`src/rtl/alu_iter_exec_if.sv`:
```
// Handshake bundle between issue, alu_iter_exec and writeback.
// Optional iter_count signal present when ALU_ITER_COUNT_EN is defined.
interface alu_iter_exec_if #(
    parameter int WIDTH = 32
);
    logic             in_valid;
    logic             in_ready;
    logic [2:0]       op;
    logic [WIDTH-1:0] a;
    logic [WIDTH-1:0] b;
    logic             out_valid;
    logic             out_ready;
    logic [WIDTH-1:0] result;
    logic             carry;
    logic             zero;
    logic             op_err;
`ifdef ALU_ITER_COUNT_EN
    logic [$clog2(WIDTH+3)-1:0] iter_count;
`endif

    modport master (
`ifdef ALU_ITER_COUNT_EN
        input  iter_count,
`endif
        output in_valid, op, a, b, out_ready,
        input  in_ready, out_valid, result, carry, zero, op_err
    );

    modport slave (
`ifdef ALU_ITER_COUNT_EN
        output iter_count,
`endif
        input  in_valid, op, a, b, out_ready,
        output in_ready, out_valid, result, carry, zero, op_err
    );
endinterface

```
`src/rtl/alu_iter_exec.sv`:
```
// Iterative ALU stage: add/sub/cmp via XOR/AND carry loop, serial rotates.
// Define ALU_ITER_COUNT_EN to expose the per-op ITER cycle count.
module alu_iter_exec #(
    parameter int WIDTH = 32,
    parameter int SH_W  = $clog2(WIDTH)
) (
    input logic           clk,
    input logic           rst,
    alu_iter_exec_if.slave io
);
    localparam logic [2:0] OP_ADD = 3'd0;
    localparam logic [2:0] OP_SUB = 3'd1;
    localparam logic [2:0] OP_CMP = 3'd2;
    localparam logic [2:0] OP_ROR = 3'd3;
    localparam logic [2:0] OP_ROL = 3'd4;
    localparam int IC_W = $clog2(WIDTH+3);

    typedef enum logic [1:0] {
        IDLE,
        ITER,
        DONE
    } state_e;

    state_e           state_q, state_d;
    logic [2:0]       op_q, op_d;
    logic [WIDTH-1:0] s_q, s_d;
    logic [WIDTH-1:0] c_q, c_d;
    logic             cin_pend_q, cin_pend_d;
    logic [SH_W-1:0]  cnt_q, cnt_d;
    logic             cout_acc_q, cout_acc_d;
    logic [WIDTH-1:0] result_q, result_d;
    logic             carry_q, carry_d;
    logic             zero_q, zero_d;
    logic             op_err_q, op_err_d;
    logic [IC_W-1:0]  iter_cnt_q, iter_cnt_d;
    logic [WIDTH-1:0] sc;
    logic             is_arith;

`ifdef ALU_ITER_COUNT_EN
    logic [IC_W-1:0]  iter_count_q, iter_count_d;
`endif

    assign sc       = s_q & c_q;
    assign is_arith = (op_q == OP_ADD) || (op_q == OP_SUB)
                   || (op_q == OP_CMP);

    // Next-state, datapath iteration and output capture on DONE entry
    always_comb begin
        state_d    = state_q;
        op_d       = op_q;
        s_d        = s_q;
        c_d        = c_q;
        cin_pend_d = cin_pend_q;
        cnt_d      = cnt_q;
        cout_acc_d = cout_acc_q;
        result_d   = result_q;
        carry_d    = carry_q;
        zero_d     = zero_q;
        op_err_d   = op_err_q;
        iter_cnt_d = iter_cnt_q;
`ifdef ALU_ITER_COUNT_EN
        iter_count_d = iter_count_q;
`endif
        unique case (state_q)
            IDLE: begin
                if (io.in_valid) begin
                    op_d       = io.op;
                    s_d        = io.a;
                    cout_acc_d = 1'b0;
                    iter_cnt_d = '0;
                    op_err_d   = 1'b0;
                    unique case (io.op)
                        OP_ADD: begin
                            c_d        = io.b;
                            cin_pend_d = 1'b0;
                            state_d    = ITER;
                        end
                        OP_SUB, OP_CMP: begin
                            c_d        = ~io.b;
                            cin_pend_d = 1'b1;
                            state_d    = ITER;
                        end
                        OP_ROR, OP_ROL: begin
                            cnt_d   = io.b[SH_W-1:0];
                            state_d = ITER;
                        end
                        default: begin
                            result_d = '0;
                            carry_d  = 1'b0;
                            zero_d   = 1'b1;
                            op_err_d = 1'b1;
`ifdef ALU_ITER_COUNT_EN
                            iter_count_d = '0;
`endif
                            state_d  = DONE;
                        end
                    endcase
                end
            end
            ITER: begin
                iter_cnt_d = iter_cnt_q + 1'b1;
                if (is_arith) begin
                    if (c_q == '0 && !cin_pend_q) begin
                        state_d  = DONE;
                        carry_d  = cout_acc_q;
                        zero_d   = (s_q == '0);
                        result_d = (op_q == OP_CMP)
                                 ? {{(WIDTH-1){1'b0}}, ~cout_acc_q}
                                 : s_q;
`ifdef ALU_ITER_COUNT_EN
                        iter_count_d = iter_cnt_q + 1'b1;
`endif
                    end else begin
                        s_d        = s_q ^ c_q;
                        c_d        = (sc << 1)
                                   | {{(WIDTH-1){1'b0}}, cin_pend_q};
                        cin_pend_d = 1'b0;
                        cout_acc_d = cout_acc_q | sc[WIDTH-1];
                    end
                end else begin
                    if (cnt_q == '0) begin
                        state_d  = DONE;
                        result_d = s_q;
                        carry_d  = 1'b0;
                        zero_d   = (s_q == '0);
`ifdef ALU_ITER_COUNT_EN
                        iter_count_d = iter_cnt_q + 1'b1;
`endif
                    end else begin
                        cnt_d = cnt_q - 1'b1;
                        if (op_q == OP_ROR)
                            s_d = {s_q[0], s_q[WIDTH-1:1]};
                        else
                            s_d = {s_q[WIDTH-2:0], s_q[WIDTH-1]};
                    end
                end
            end
            DONE: begin
                if (io.out_ready)
                    state_d = IDLE;
            end
            default: state_d = IDLE;
        endcase
    end

    // State and datapath registers with synchronous reset
    always_ff @(posedge clk) begin
        if (rst) begin
            state_q    <= IDLE;
            op_q       <= '0;
            s_q        <= '0;
            c_q        <= '0;
            cin_pend_q <= 1'b0;
            cnt_q      <= '0;
            cout_acc_q <= 1'b0;
            result_q   <= '0;
            carry_q    <= 1'b0;
            zero_q     <= 1'b0;
            op_err_q   <= 1'b0;
            iter_cnt_q <= '0;
        end else begin
            state_q    <= state_d;
            op_q       <= op_d;
            s_q        <= s_d;
            c_q        <= c_d;
            cin_pend_q <= cin_pend_d;
            cnt_q      <= cnt_d;
            cout_acc_q <= cout_acc_d;
            result_q   <= result_d;
            carry_q    <= carry_d;
            zero_q     <= zero_d;
            op_err_q   <= op_err_d;
            iter_cnt_q <= iter_cnt_d;
        end
    end

`ifdef ALU_ITER_COUNT_EN
    // Reported count, captured together with the result
    always_ff @(posedge clk) begin
        if (rst)
            iter_count_q <= '0;
        else
            iter_count_q <= iter_count_d;
    end

    assign io.iter_count = iter_count_q;
`endif

    assign io.in_ready  = (state_q == IDLE);
    assign io.out_valid = (state_q == DONE);
    assign io.result    = result_q;
    assign io.carry     = carry_q;
    assign io.zero      = zero_q;
    assign io.op_err    = op_err_q;
endmodule

```
`src/flat_wrapper.sv`:
```
// flat-port wrapper written by rule: the top's interface ports become plain ports
module alu_iter_exec_flat 
#(
    parameter int WIDTH = 32,
    parameter int SH_W  = $clog2(WIDTH)
)
  (clk, rst, io_in_valid, io_op, io_a, io_b, io_out_ready, io_in_ready, io_out_valid, io_result, io_carry, io_zero, io_op_err);
  alu_iter_exec_if #(.WIDTH(WIDTH)) io_i ();
  input logic clk;
  input logic rst;
  input wire logic [$bits(io_i.in_valid)-1:0] io_in_valid;
  input wire logic [$bits(io_i.op)-1:0] io_op;
  input wire logic [$bits(io_i.a)-1:0] io_a;
  input wire logic [$bits(io_i.b)-1:0] io_b;
  input wire logic [$bits(io_i.out_ready)-1:0] io_out_ready;
  output wire logic [$bits(io_i.in_ready)-1:0] io_in_ready;
  output wire logic [$bits(io_i.out_valid)-1:0] io_out_valid;
  output wire logic [$bits(io_i.result)-1:0] io_result;
  output wire logic [$bits(io_i.carry)-1:0] io_carry;
  output wire logic [$bits(io_i.zero)-1:0] io_zero;
  output wire logic [$bits(io_i.op_err)-1:0] io_op_err;
  assign io_i.in_valid = io_in_valid;
  assign io_i.op = io_op;
  assign io_i.a = io_a;
  assign io_i.b = io_b;
  assign io_i.out_ready = io_out_ready;
  assign io_in_ready = io_i.in_ready;
  assign io_out_valid = io_i.out_valid;
  assign io_result = io_i.result;
  assign io_carry = io_i.carry;
  assign io_zero = io_i.zero;
  assign io_op_err = io_i.op_err;
  alu_iter_exec #(.WIDTH(WIDTH), .SH_W(SH_W)) u_core (.clk(clk), .rst(rst), .io(io_i));
endmodule
```
`config.mk`:
```
export PLATFORM = sky130hd
export DESIGN_NAME = alu_iter_exec_flat
export DESIGN_NICKNAME = d
export VERILOG_FILES = /design/src/rtl/alu_iter_exec_if.sv /design/src/rtl/alu_iter_exec.sv /design/src/flat_wrapper.sv
export SDC_FILE = /design/constraint.sdc
export NUM_CORES = 1
export LEC_CHECK = 0
export CORE_AREA = 2 2 125 127
export DETAILED_ROUTE_END_ITERATION = 7
export DIE_AREA = 0 0 127 129
export PLACE_DENSITY = 0.68
export SLEW_MARGIN = 5
export SYNTH_ARGS = -nofsm -noshare
export SYNTH_HDL_FRONTEND = slang
export SYNTH_SLANG_ARGS = --single-unit
export TNS_END_PERCENT = 10
```
`constraint.sdc`:
```
create_clock -name clk -period 2 [get_ports clk]
set_input_delay 0.5 -clock clk [delete_from_list [all_inputs] [get_ports clk]]
set_output_delay 0.5 -clock clk [all_outputs]
set_load 0.1 [all_outputs]
```
==> summary.md <==
| Metric | Value |
|---|---|
| Setup violators final | `3` |
| Worst-Margin Slew | `0.4259 ns` |
| Worst hold slack | `0.4741 ns` |
| Site Rows | `45` |
| Aggregate global routing overflow | `0` |
| Cts hold-fix bufs | `0` |
| CTS tree | `done` |
| Die footprint | `16,380 um2` |
| Drt first pass iters | `7` |
| Sequential fraction of the synthesis area | `0.3323` |
| Psw | `2.599 mW` |
| Final setup margin | `-0.006470 ns` |
| Antenna violations before repair | `0` |
| Detailed Route WL | `19,580 um` |
| Power Density | `809.3 nW/um2` |
| Core footprint | `14,980 um2` |
| Clk_lat worst skew | `0.36 ns` |
| Most frequent CP cell | `buf_12` |
| Via count of the first global-routing pass | `6,208` |
| Worst-path fanout max | `10` |
| Crit start category | `flip-flop` |
| Clock sink total | `111` |
| Overall power | `7.423 mW` |
| Ys async rst share | `0` |
| Largest net degree at the start of global routing | `77` |
| Worst r2r src | `u_core.c_q[11]` |
| Placer congestion estimate | `0.9198` |
| Area leader, netlist | `dfxtp_1` |
| Setup CP Type | `reg -> reg` |
| Ys flop type | `dfxtp_1` |
| VDD IR-drop max | `564.6 uV` |
| Max Slew Vio Count | `0` |
| Number of DRC markers in iteration 0 | `445` |
| Synth area leaders | `dfxtp_1, a21oi_1, ha_1` |
| Residual DRC | `0` |
| Rel. slew slack | `0.7150` |
| Max Freq | `498.4 MHz` |
| Mapped Area | `6686 um2` |
| Cells after synthesis | `779` |
| Crit path cell chain | `nor4_4, buf_4, nand4_4, o32ai_4, buf_12, buf_12, buf_16, nand2_1, a21oi_2` |
| Vias per cell | `5.788` |
| Part of the power in registers | `0.376` |
| CP max stage delay | `0.35 ns` |
| Reg2reg end | `u_core.s_q[9]` |
| Avg Cell Area, Syn | `8.583 um2` |
| Clock slew at reported path FFs | `0.08 ns` |
| #FFs+latches synth | `111` |
| Status | `finished with violations` |
| Final core utilization | `0.6124` |
| Most common cell after layout, fill and taps aside | `nand2_1` |
| First-pass GRT wire length | `31,440 um` |
| RSZ-0062 raised after global routing | `true` |
| Nets | `1,003` |
| H-Tree Depth | `3` |
| Syn_nets | `884` |
| Leakage | `3.749 nW` |
| Distinct cell type count after synthesis | `54` |
| Layout cell share with drive strength beyond 1 | `0.2381` |
| Area Overhead vs Synth | `37.18%` |
| Cell internal pwr | `4.824 mW` |
| CP endpoint kind | `flip-flop` |
| Clock power share | `0.251` |
| Syn. warnings | `0` |
| Vias post-DR | `6,315` |
| Post-synth EDFFs | `0` |
| Initial Utilization | `0.4464` |
| TritonCTS buffer count | `9` |
| Hold Crit Class | `reg -> reg` |
| Worst Clk Skew | `0.006930 ns` |
| GRT Util Overall | `0.2396` |
| CP max stage cell | `dfxtp_2` |
| Root buf cell | `clkbuf_16` |
| Worst Hold Depth | `2` |
| Sw frac | `0.3502` |
| HPWL Detailed | `13,580 um` |
| Violated checks | `setup timing` |
| Longest Clk Path Bufs | `2` |
| Hold path start | `u_core.cnt_q[1]` |
| Dpl ws | `-0.4182 ns` |
| Avg WL per Cell | `17.95 um` |
| Die X-Extent | `127 um` |
| Worst path required time | `2.30 ns` |
| Chip height | `129 um` |
| Final min period | `2.006 ns` |
| Worst R2R Setup Slack | `-0.006 ns` |
| Hold Violations, Final | `0` |
| Final ANT Viol Nets | `0` |
| Critical Path AT | `2.30 ns` |
| Commonest cells after routing, fill and taps aside | `nand2_1, dfxtp_1, a21oi_1` |
| Comb power frac | `0.373` |
| Post-synth top area share | `0.3323` |
| Boundary Pins | `108` |
| R2R depth | `9` |
| Worst Hold End | `u_core.cnt_q[1]` |
| Port Buffers | `107` |
| Final worst-path cycle share | `1.003` |
| # Max-Cap Violations | `0` |
| ANT cells | `0` |
-- power groups by stage --
stage,combinational [mW],sequential [mW],clock (mW)
2_1_floorplan,1.57,2.79,0
3_3_place_gp,2.44,2.82,0
3_5_place_dp,2.48,2.82,0
4_1_cts,2.66,2.78,1.91
5_1_grt,2.98,2.82,1.99
6_report,2.77,2.79,1.86
-- registers in the layout, summed over array words and instances, names as in the netlist --
register,count
u_core.cin_pend_q,1
u_core.state_q,2
u_core.c_q,32
u_core.io.zero,1
u_core.cnt_q,5
u_core.io.carry,1
u_core.cout_acc_q,1
u_core.io.result,32
u_core.op_q,3
u_core.s_q,32
u_core.io.op_err,1
-- worst max-delay path, delay by kind of cell (launching register included) --
kind,cells,cell delay [ns]
AO/OA/AOI/OAI,2,0.48
flip-flops,1,0.35
AND/OR/NAND/NOR,3,0.53
buffers and inverters,4,0.58
-- what timing repair did --
item / 4_1_cts / 5_1_grt
gates cloned: 2 / 0
gates resized for setup: 17 / 36
pin swaps: 19 / 26
setup buffers: 3 / 2
endpoints found under the setup margin: 69 / 100
-- logic make-up after synthesis --
family,synth area share
simple gates,0.2133
fa+ha+maj,0.06362
mux,0.1033
xor+xnor,0.04323
buf+inv,0.05819
compound gates,0.1860
flops,0.3323
-- metrics by stage --
step           TNS (ns)  cells  instance area (um2)
2_1_floorplan         0    779                 6701
3_3_place_gp     -27.73   1070                 8571
3_5_place_dp     -30.87   1070                 8571
4_1_cts        -0.01213   1091                 9025
5_1_grt          -4.640   1091                 9173
6_report       -0.01856   1091                 9173
-- layer usage --
layer / global-route usage / share of wire / vias to the layer above
met5: 0 / 0 / -
met2: 0.4295 / 0.50 / 226
li1: - / - / 3017
met4: 0.08339 / 0.026 / 0
met1: 0.2846 / 0.41 / 3035
met3: 0.05156 / 0.058 / 37
-- cells in the mapped netlist (all sizes together), types with 2 or more instances --
library cell / count
nor2b: 35
nand2: 113
o32ai: 2
a211o: 2
and3: 3
xnor2: 33
clkbuf: 46
a221o: 32
or3b: 3
nand2b: 5
nor2: 43
o21ai: 42
nand4: 6
a21oi: 111
inv: 3
a31oi: 2
ha: 34
dfxtp: 111
mux2i: 33
or3: 33
mux2: 32
nor3: 3
nand3: 2
nor4: 17
buf: 16
and2: 2
-- cell type report --
| class | instances | area, um2 |
|---|---|---|
| multi-input cells | 601 | 4273 |
| clock buffers | 9 | 225.2 |
| well taps | 188 | 235.2 |
| clock inverters | 7 | 82.58 |
| fillers | 1282 | 5804 |
| repair buffers | 171 | 2111 |
| flip-flops and latches | 111 | 2231 |
| inverters | 4 | 15.01 |
-- worst max path at each step --
| stage | from | end | cells past startpoint |
|---|---|---|---|
| 5_1_grt | u_core.c_q[11] | u_core.s_q[9] | 9 |
| 6_report | u_core.c_q[11] | u_core.s_q[9] | 9 |
| 2_1_floorplan | u_core.state_q[1] | u_core.s_q[22] | 6 |
| 3_5_place_dp | io_op[0] | u_core.cnt_q[0] | 6 |
| 3_3_place_gp | io_in_valid | u_core.s_q[26] | 7 |
| 4_1_cts | u_core.cnt_q[0] | u_core.s_q[30] | 10 |
Note: power is estimated with default switching activity, not from simulation.
